`config.mk`:
```
export PLATFORM = sky130hd
export DESIGN_NAME = fpmul_stream_ctrl
export DESIGN_NICKNAME = d
export VERILOG_FILES = /design/src/rtl/fpmul_stream_pkg.sv /design/src/rtl/FPmul.sv /design/src/rtl/sync_fifo.sv /design/src/rtl/fpmul_stream_ctrl.sv
export SDC_FILE = /design/constraint.sdc
export NUM_CORES = 2
export LEC_CHECK = 0
export ABC_AREA = 0
export CORE_MARGIN = 4
export CORE_UTILIZATION = 40
export DETAILED_ROUTE_END_ITERATION = 7
export PLACE_DENSITY = 0.59
export SLEW_MARGIN = 20
export SYNTH_ARGS = -nofsm -noshare
export SYNTH_HDL_FRONTEND = slang
export SYNTH_SLANG_ARGS = --single-unit
```
`constraint.sdc`:
```
create_clock -name clk -period 24.2 [get_ports clk]
set_input_delay 2.42 -clock clk [delete_from_list [all_inputs] [get_ports clk]]
set_output_delay 2.42 -clock clk [all_outputs]
set_load 0.05 [all_outputs]
```
`src/rtl/fpmul_stream_pkg.sv`:
```
// Shared defaults and the result record for the FP multiply streaming block.
package fpmul_stream_pkg;

   localparam int DEF_DATA_W  = 32;
   localparam int DEF_MUL_LAT = 4;
   localparam int DEF_DEPTH   = 8;
   localparam int DEF_TAG_W   = 4;

   typedef struct packed {
      logic [DEF_DATA_W-1:0] data;
      logic [DEF_TAG_W-1:0]  tag;
   } result_t;

endpackage

```
`src/rtl/FPmul.sv`:
```
// Pipelined IEEE-754 single-precision multiplier, round-to-nearest-even,
// denormals flushed to zero. Result appears LAT edges after operand sample.
module FPmul #(
   parameter int LAT = 4
) (
   input  logic        clk,
   input  logic        RST_n,
   input  logic [31:0] FP_A,
   input  logic [31:0] FP_B,
   output logic [31:0] FP_Z
);

   logic [31:0]       z_c;
   logic [31:0]       pipe_q [LAT];
   logic              sign, norm, guard, sticky;
   logic [7:0]        ea, eb;
   logic [22:0]       ma, mb, frac;
   logic [47:0]       prod;
   logic [23:0]       rnd;
   logic signed [9:0] exp_r;
   logic              a_nan, b_nan, a_inf, b_inf, a_zero, b_zero;

   // Full multiply and rounding in front of the first pipeline register.
   always_comb begin
      sign   = FP_A[31] ^ FP_B[31];
      ea     = FP_A[30:23];
      eb     = FP_B[30:23];
      ma     = FP_A[22:0];
      mb     = FP_B[22:0];
      a_nan  = (ea == 8'hFF) && (ma != '0);
      b_nan  = (eb == 8'hFF) && (mb != '0);
      a_inf  = (ea == 8'hFF) && (ma == '0);
      b_inf  = (eb == 8'hFF) && (mb == '0);
      a_zero = (ea == 8'h00);
      b_zero = (eb == 8'h00);
      prod   = {24'b0, 1'b1, ma} * {24'b0, 1'b1, mb};
      norm   = prod[47];
      frac   = '0;
      guard  = 1'b0;
      sticky = 1'b0;
      if (norm) begin
         frac   = prod[46:24];
         guard  = prod[23];
         sticky = |prod[22:0];
      end else begin
         frac   = prod[45:23];
         guard  = prod[22];
         sticky = |prod[21:0];
      end
      rnd   = {1'b0, frac} + {23'b0, guard & (sticky | frac[0])};
      exp_r = 10'(ea) + 10'(eb) - 10'd127 + 10'(norm) + 10'(rnd[23]);
      z_c   = '0;
      if (a_nan || b_nan || (a_inf && b_zero) || (b_inf && a_zero))
         z_c = 32'h7FC0_0000;
      else if (a_inf || b_inf)
         z_c = {sign, 8'hFF, 23'b0};
      else if (a_zero || b_zero)
         z_c = {sign, 31'b0};
      else if (exp_r >= 10'sd255)
         z_c = {sign, 8'hFF, 23'b0};
      else if (exp_r <= 10'sd0)
         z_c = {sign, 31'b0};
      else
         z_c = {sign, exp_r[7:0], rnd[22:0]};
   end

   // Delay line carrying the product out to the latency boundary.
   always_ff @(posedge clk) begin
      if (!RST_n) begin
         for (int i = 0; i < LAT; i++) pipe_q[i] <= '0;
      end else begin
         pipe_q[0] <= z_c;
         for (int i = 1; i < LAT; i++) pipe_q[i] <= pipe_q[i-1];
      end
   end

   assign FP_Z = pipe_q[LAT-1];

endmodule

```
`src/rtl/sync_fifo.sv`:
```
// First-word-fall-through synchronous FIFO with full/empty flags.
module sync_fifo #(
   parameter int WIDTH = 36,
   parameter int DEPTH = 8
) (
   input  logic             clk,
   input  logic             rst,
   input  logic             wr_en,
   input  logic [WIDTH-1:0] wr_data,
   input  logic             rd_en,
   output logic [WIDTH-1:0] rd_data,
   output logic             full,
   output logic             empty
);

   localparam int AW = (DEPTH > 1) ? $clog2(DEPTH) : 1;
   localparam int CW = $clog2(DEPTH + 1);

   logic [WIDTH-1:0] mem_q [DEPTH];
   logic [AW-1:0]    wr_ptr_q, rd_ptr_q;
   logic [CW-1:0]    cnt_q;
   logic             do_wr, do_rd;

   function automatic logic [AW-1:0] next_ptr(input logic [AW-1:0] p);
      return (p == AW'(DEPTH - 1)) ? '0 : p + AW'(1);
   endfunction

   assign full    = (cnt_q == CW'(DEPTH));
   assign empty   = (cnt_q == '0);
   assign do_wr   = wr_en && !full;
   assign do_rd   = rd_en && !empty;
   assign rd_data = mem_q[rd_ptr_q];

   // Storage array; contents need no reset since empty masks them.
   always_ff @(posedge clk) begin
      if (do_wr) mem_q[wr_ptr_q] <= wr_data;
   end

   // Pointer and occupancy bookkeeping, plus overflow trap.
   always_ff @(posedge clk) begin
      if (rst) begin
         wr_ptr_q <= '0;
         rd_ptr_q <= '0;
         cnt_q    <= '0;
      end else begin
         if (wr_en) assert (!full);
         if (do_wr) wr_ptr_q <= next_ptr(wr_ptr_q);
         if (do_rd) rd_ptr_q <= next_ptr(rd_ptr_q);
         case ({do_wr, do_rd})
            2'b10:   cnt_q <= cnt_q + CW'(1);
            2'b01:   cnt_q <= cnt_q - CW'(1);
            default: cnt_q <= cnt_q;
         endcase
      end
   end

endmodule

```
`src/rtl/fpmul_stream_ctrl.sv`:
```
// Valid/ready wrapper around FPmul: slot-marking shift register, credit
// counter covering in-flight plus buffered results, FWFT result FIFO.
module fpmul_stream_ctrl
   import fpmul_stream_pkg::*;
#(
   parameter int DATA_W  = DEF_DATA_W,
   parameter int MUL_LAT = DEF_MUL_LAT,
   parameter int DEPTH   = DEF_DEPTH,
   parameter int TAG_W   = DEF_TAG_W
) (
   input  logic                       clk,
   input  logic                       rst,
   input  logic                       in_valid,
   output logic                       in_ready,
   input  logic [DATA_W-1:0]          in_a,
   input  logic [DATA_W-1:0]          in_b,
   input  logic [TAG_W-1:0]           in_tag,
   output logic                       out_valid,
   input  logic                       out_ready,
   output logic [DATA_W-1:0]          out_data,
   output logic [TAG_W-1:0]           out_tag,
   output logic [$clog2(DEPTH+1)-1:0] count,
   output logic                       busy
);

   localparam int CW = $clog2(DEPTH + 1);

   if (DEPTH < MUL_LAT + 1) begin : g_depth_chk
      $error("fpmul_stream_ctrl: DEPTH must be at least MUL_LAT+1");
   end
   if (MUL_LAT < 1) begin : g_lat_chk
      $error("fpmul_stream_ctrl: MUL_LAT must be at least 1");
   end
   if (DATA_W != 32) begin : g_width_chk
      $error("fpmul_stream_ctrl: FPmul is single precision, DATA_W must be 32");
   end

   logic [CW-1:0]      count_q, count_d;
   logic [MUL_LAT-1:0] vld_q, vld_d;
   logic [TAG_W-1:0]   tag_q [MUL_LAT];
   logic [DATA_W-1:0]  fp_z;
   logic               in_xfer, out_xfer, fifo_empty, fifo_full;

   // Credits are counted at accept time, so a full FIFO can never be written.
   // in_ready cannot see out_ready; draining a full block costs one bubble.
   assign in_ready  = !rst && (count_q < CW'(DEPTH));
   assign out_valid = !rst && !fifo_empty;
   assign in_xfer   = in_valid && in_ready;
   assign out_xfer  = out_valid && out_ready;
   assign count     = rst ? '0 : count_q;
   assign busy      = (count != '0);

   FPmul #(.LAT(MUL_LAT)) u_fpmul (
      .clk   (clk),
      .RST_n (!rst),
      .FP_A  (in_a),
      .FP_B  (in_b),
      .FP_Z  (fp_z)
   );

   // Next occupancy and next slot marks.
   always_comb begin
      count_d = count_q;
      case ({in_xfer, out_xfer})
         2'b10:   count_d = count_q + CW'(1);
         2'b01:   count_d = count_q - CW'(1);
         default: count_d = count_q;
      endcase
      vld_d    = '0;
      vld_d[0] = in_xfer;
      for (int i = 1; i < MUL_LAT; i++) vld_d[i] = vld_q[i-1];
   end

   // Occupancy counter and slot-valid shift register.
   always_ff @(posedge clk) begin
      if (rst) begin
         count_q <= '0;
         vld_q   <= '0;
      end else begin
         count_q <= count_d;
         vld_q   <= vld_d;
      end
   end

   // Tags ride alongside the multiplier; unmarked slots are ignored.
   always_ff @(posedge clk) begin
      tag_q[0] <= in_tag;
      for (int i = 1; i < MUL_LAT; i++) tag_q[i] <= tag_q[i-1];
   end

   sync_fifo #(.WIDTH(DATA_W + TAG_W), .DEPTH(DEPTH)) u_fifo (
      .clk     (clk),
      .rst     (rst),
      .wr_en   (vld_q[MUL_LAT-1]),
      .wr_data ({fp_z, tag_q[MUL_LAT-1]}),
      .rd_en   (out_xfer),
      .rd_data ({out_data, out_tag}),
      .full    (fifo_full),
      .empty   (fifo_empty)
   );

   logic unused_full;
   assign unused_full = fifo_full;

endmodule

```
Yosys cells after proc, flatten, opt, wreduce, memory -nomap -nowiden
Memories as Yosys holds them, arrays and structs flattened. A register that Yosys moved wholly into a read port is not among the register bits.
Cells that the tools add are included.

operators by class
  mux-type cells = 23
  $mul = 1
  equal/unequal tests = 9
  $add $sub $neg = 11
  bitwise logic cells = 7
  reductions and logical operators = 32
  magnitude comparators = 3

operator list
  kind                                                                     number
  32-bit 2-to-1 mux                                                        5
  31-bit 2-to-1 mux                                                        4
  24-bit by 24-bit multiplier with 48-bit output                           1
  23-bit logical NOT                                                       2
  23-bit nonzero test                                                      2
  23-bit by 1-bit adder with 24-bit output                                 1
  23-bit 2-to-1 mux                                                        1
  23-bit OR reduction                                                      1
  22-bit OR reduction                                                      1
  10-bit by 1-bit adder with 10-bit output                                 2
  8-bit equality test (second input constant)                              2
  8-bit logical NOT                                                        2
  4-bit one-hot mux with 2 select lines                                    2
  1-bit logical AND                                                        12
  3-bit 2-to-1 mux                                                         4
  10-bit by 9-bit >= comparator with 1-bit output (second input constant)  1
  10-bit by 1-bit <= comparator with 1-bit output (second input constant)  1
  10-bit by 7-bit subtractor with 10-bit output (second input constant)    1
  8-bit by 8-bit adder with 9-bit output                                   1
  4-bit by 1-bit adder with 4-bit output (second input constant)           2
  4-bit by 1-bit subtractor with 4-bit output (second input constant)      2
  3-bit by 1-bit adder with 3-bit output (second input constant)           2
  3-bit equality test (second input constant)                              2
  1-bit 2-to-1 mux                                                         6
  other kinds (13)                                                         26

storage, ports and cells
  input port bits = 72
  bits in writable memories = 432
  register bits after elaboration = 18
  word-level logic and storage cells = 94
  output and inout port bits = 43
  memories = 3

memories
  name            words  bits a word  rd ports  clocked after Yosys merged registers in  write ports  RTL line                 source
  u_fifo.mem_q    8      36           1         1                                        1            sync_fifo.sv:19          logic [WIDTH-1:0] mem_q [DEPTH];
  u_fpmul.pipe_q  4      32           4         0                                        4            FPmul.sv:14              logic [31:0] pipe_q [LAT];
  tag_q           4      4            4         0                                        4            fpmul_stream_ctrl.sv:40  logic [TAG_W-1:0] tag_q [MUL_LAT];

Logic depth before layout (Yosys ltp)
  depth after elaboration = 14
  depth in mapped cells = 43
  depth with buffers taken out = 40

Hierarchy
From an unflattened synthesis, not the netlist that was laid out.

unflattened totals
  cell total of the unflattened synthesis = 3,388
  area, all modules = 37,382.1 µm²

modules (own cells, without submodules)
  module             cells each  area an instance (µm²)  times used
  FPmul              2,831       24,876.4                1
  sync_fifo          496         11,763.8                1
  fpmul_stream_ctrl  61          742.0                   1

Worst setup path after synthesis
OpenSTA, ideal clock, no wires.

  path type = input -> register
  from = input port in_b[3]
  to = memory u_fpmul.pipe_q[0][10]
  buffers on the path = 3
  cell stages on the path = 43
  arrival = 12,070 ps
  data required time = 24,114 ps
  setup time = 86 ps
  path slack = 12,045 ps
  cells stage by stage = clkbuf_1 nand2_1 fa_1 inv_1 fa_1 inv_1 fa_1 inv_1 fa_1 inv_1 fa_1 inv_1 fa_1 inv_1 fa_1 inv_1 ha_1 buf_6 [7 not listed] inv_2 nand2_1 a2111oi_0 nand3b_1 nor3b_1 ha_1 inv_1 fa_1 nor2_1 nand3_1 nor2_1 nand3_1 xnor2_1 o21bai_1 nand4_1 or2_2 clkbuf_1 a211oi_1

RTL lines
  item                RTL line                 source
  start: declaration  fpmul_stream_ctrl.sv:16  input logic [DATA_W-1:0] in_b,
  end: declaration    FPmul.sv:14

==> flow_summary.toml <==
[synthesis]
synth_nets = 4097
ys_seq_area_share_pct = 32.73
synth_edf_count = 288
netlist_top_cells_area = "fa_1 27%, edfxtp_1 24%, dfxtp_1 9.0%, ha_1 6.8%, inv_1 6.3%"
syn_avg_cell_area_um2 = 10.93
mappedNetlistArea_mm2 = 0.03652
ys_seq_elements = 453
yosys.area_share.simple_pct = 13.56
synth_cell_types = 81
synth_top_area_share_pct = 26.64
synth.largest_area_cell = "fa_1"
synth_top_family_by_area = "adder cells"
synth_compound_area_share_pct = 4.523
synth_fa_ha_area_share_pct = 33.39
synth_cells = 3342
synth-xor-area-share_pct = 2.059
yosysWarnings = 0
muxShareOfSynthArea_pct = 5.770
synth_flop_cell = "edfxtp_1"
synthArstFlopShare_pct = 0

[critical_path]
cp_slowest_cell = "clkdlybuf4s50_1"
critPathArrivalTime_ps = 14610
regToRegEndpoint = "u_fifo.cnt_q[3]"
critPathBufInv = 9
endpoint_kind = "register"
cp-startpoint = "in_b[0]"
max_stage_delay_ps = 980
crit_fanout = 34
required_ps = 24620
crit_end = "u_fpmul.pipe_q[0][17]"
reg2regPathDepth = 10
r2r_slack_ps = 21620
critPathKind = "in2reg"
cp-start-kind = "primary input"
path_depth = 40
rr_startpoint = "u_fifo.cnt_q[0]"
crit_family = "adder cells"
path_common_cell = "fa_1"

[cells_and_area]
drive_above_1_share_pct = 7.807
area_growth_pct = 10.55
final_core_util_pct = 44.71
diodes = 0
nets = 4152

[grt]
grt_pass1_wl_mm = 144.1
grt.overflow.total = 0
track_usage_pct = 19.18
grt_max_degree = 76
antenna_found_initial = 2
grt_pass1_vias = 25360

[cts]
clk_pin_slew_ps = 60
cts.hold.buffers_added = 0
cts_root_buf = "clkbuf_16"
cts_tree = "built"
cts_setup_buffers = 0
cts.sinks = 453
post_cts_resized = 0
clk_latency_ps = 530
clockBufferDepth = 3
htreeDepth = 2
cts_buffers = 44

[sta]
clock-skew-final_ps = 13.63
fin_hold_ws_ps = 325.4
fin_crit_sh_pct = 58.61
setup_slack_ps = 10020
period_minus_slack_ps = 14180
max_slew_margin_pct = 20.87
setup_viol = 0
worst_pin_slew_ps = 1183
drv_slew = 0
rsz0062_at_grt = "false"
max_freq_mhz = 70.50
finalHoldViolCount = 0
finalSetupTns_ps = 0

[route]
wl_mm = 89.48
ant_nets = 0
drc = 0
wl_per_cell_um = 19.41
firstDrtPassIters = 6
via_per_inst = 5.123
drt_iter0_drc = 1709
vias = 23610

[outcome]
status = "complete, no violations"

[die]
rows = 110
dieWidth_um = 310.1
fp.dieH_um = 310.1
io_pins = 115
start_util_pct = 40.44
coreArea_mm2 = 0.09029
die-area_mm2 = 0.09619

[placement]
hpwlAfterDp_mm = 63.78
dpl_worst_slack_ps = 9517
numPortBuffers = 114
gp_congestion = 0.8927

[run]
max_cap_viol_count = 0

[worst_hold_path]
hold_class = "reg2reg"
==> placed cells by master, fill, tap and decap left out, types with 72 or more instances in the layout <==
cell type          n
a21oi_1           88
and2_1           251
clkdlybuf4s50_1  112
dfxtp_1          162
edfxtp_1         288
fa_1             486
ha_1             197
inv_1            614
mux4_2            72
nand2_1          341
nor2_1           116
nor2b_1          106
==> sequential cells by signal, indices dropped and copies added (netlist names), named ones only <==
| register | cells |
|---|---|
| u_fifo.cnt_q | 4 |
| u_fifo.wr_ptr_q | 3 |
| u_fifo.mem_q | 288 |
| vld_q | 4 |
| tag_q | 16 |
| u_fpmul.pipe_q | 128 |
| count_q | 4 |
| u_fifo.rd_ptr_q | 3 |
==> routing by layer <==
layer	track usage [%]	share of wire, %
met5	0	0
met3	2.634	5.6
met2	32.82	48
met4	3.963	2.1
met1	26.30	44
==> cell families (layout without fill, tap and decap cells) <==
| kind of cell | count (synthesis) | in the layout |
|---|---|---|
| buf+inv | 772 | 863 |
| fa+ha+maj | 683 | 683 |
| flops | 453 | 453 |
| mux | 115 | 115 |
| xor+xnor | 85 | 85 |
| compound gates | 259 | 259 |
| simple gates | 975 | 975 |
==> cell type report <==
class / instances / area, um^2
inverter: 618 / 2320
fill: 8485 / 49920
sequential: 453 / 11960
multi-input combinational: 2117 / 21700
timing repair buffer: 163 / 1501
clock buffer: 63 / 1277
clock inverter: 19 / 132.6
tap: 1176 / 1471
==> cells in the mapped netlist (all sizes together), types with 38 or more instances <==
library cell and count:
inv 615, fa 486, nand2 342, edfxtp 288, and2 252, ha 197, dfxtp 165, clkbuf 137
nor2 121, nor2b 106, a21oi 90, mux4 72, o21ai 63, xnor2 47, mux2 38, xor2 38
==> through the flow <==
step | cell area [um^2] | instances
after floorplan | 36520 | 3342
after global placement | 38960 | 4527
after detailed placement | 38960 | 4527
after CTS | 40370 | 4609
after global routing | 40370 | 4609
final | 40370 | 4609
==> worst min path at each step <==
| stage | start | endpoint | slack, ps | cells past startpoint |
|---|---|---|---|---|
| finish | tag_q[2][1] | tag_q[3][1] | 330 | 0 |
| global route | tag_q[2][1] | tag_q[3][1] | 330 | 0 |
| CTS | tag_q[0][3] | tag_q[1][3] | 330 | 0 |
| detailed placement | tag_q[0][3] | tag_q[1][3] | 310 | 0 |
| global placement | tag_q[2][1] | tag_q[3][1] | 310 | 0 |
| floorplan | tag_q[0][0] | tag_q[1][0] | 310 | 0 |
Power is left out: the tool's default activity adds up to more than one toggle a clock period on the data nets, which glitch-free logic cannot reach.
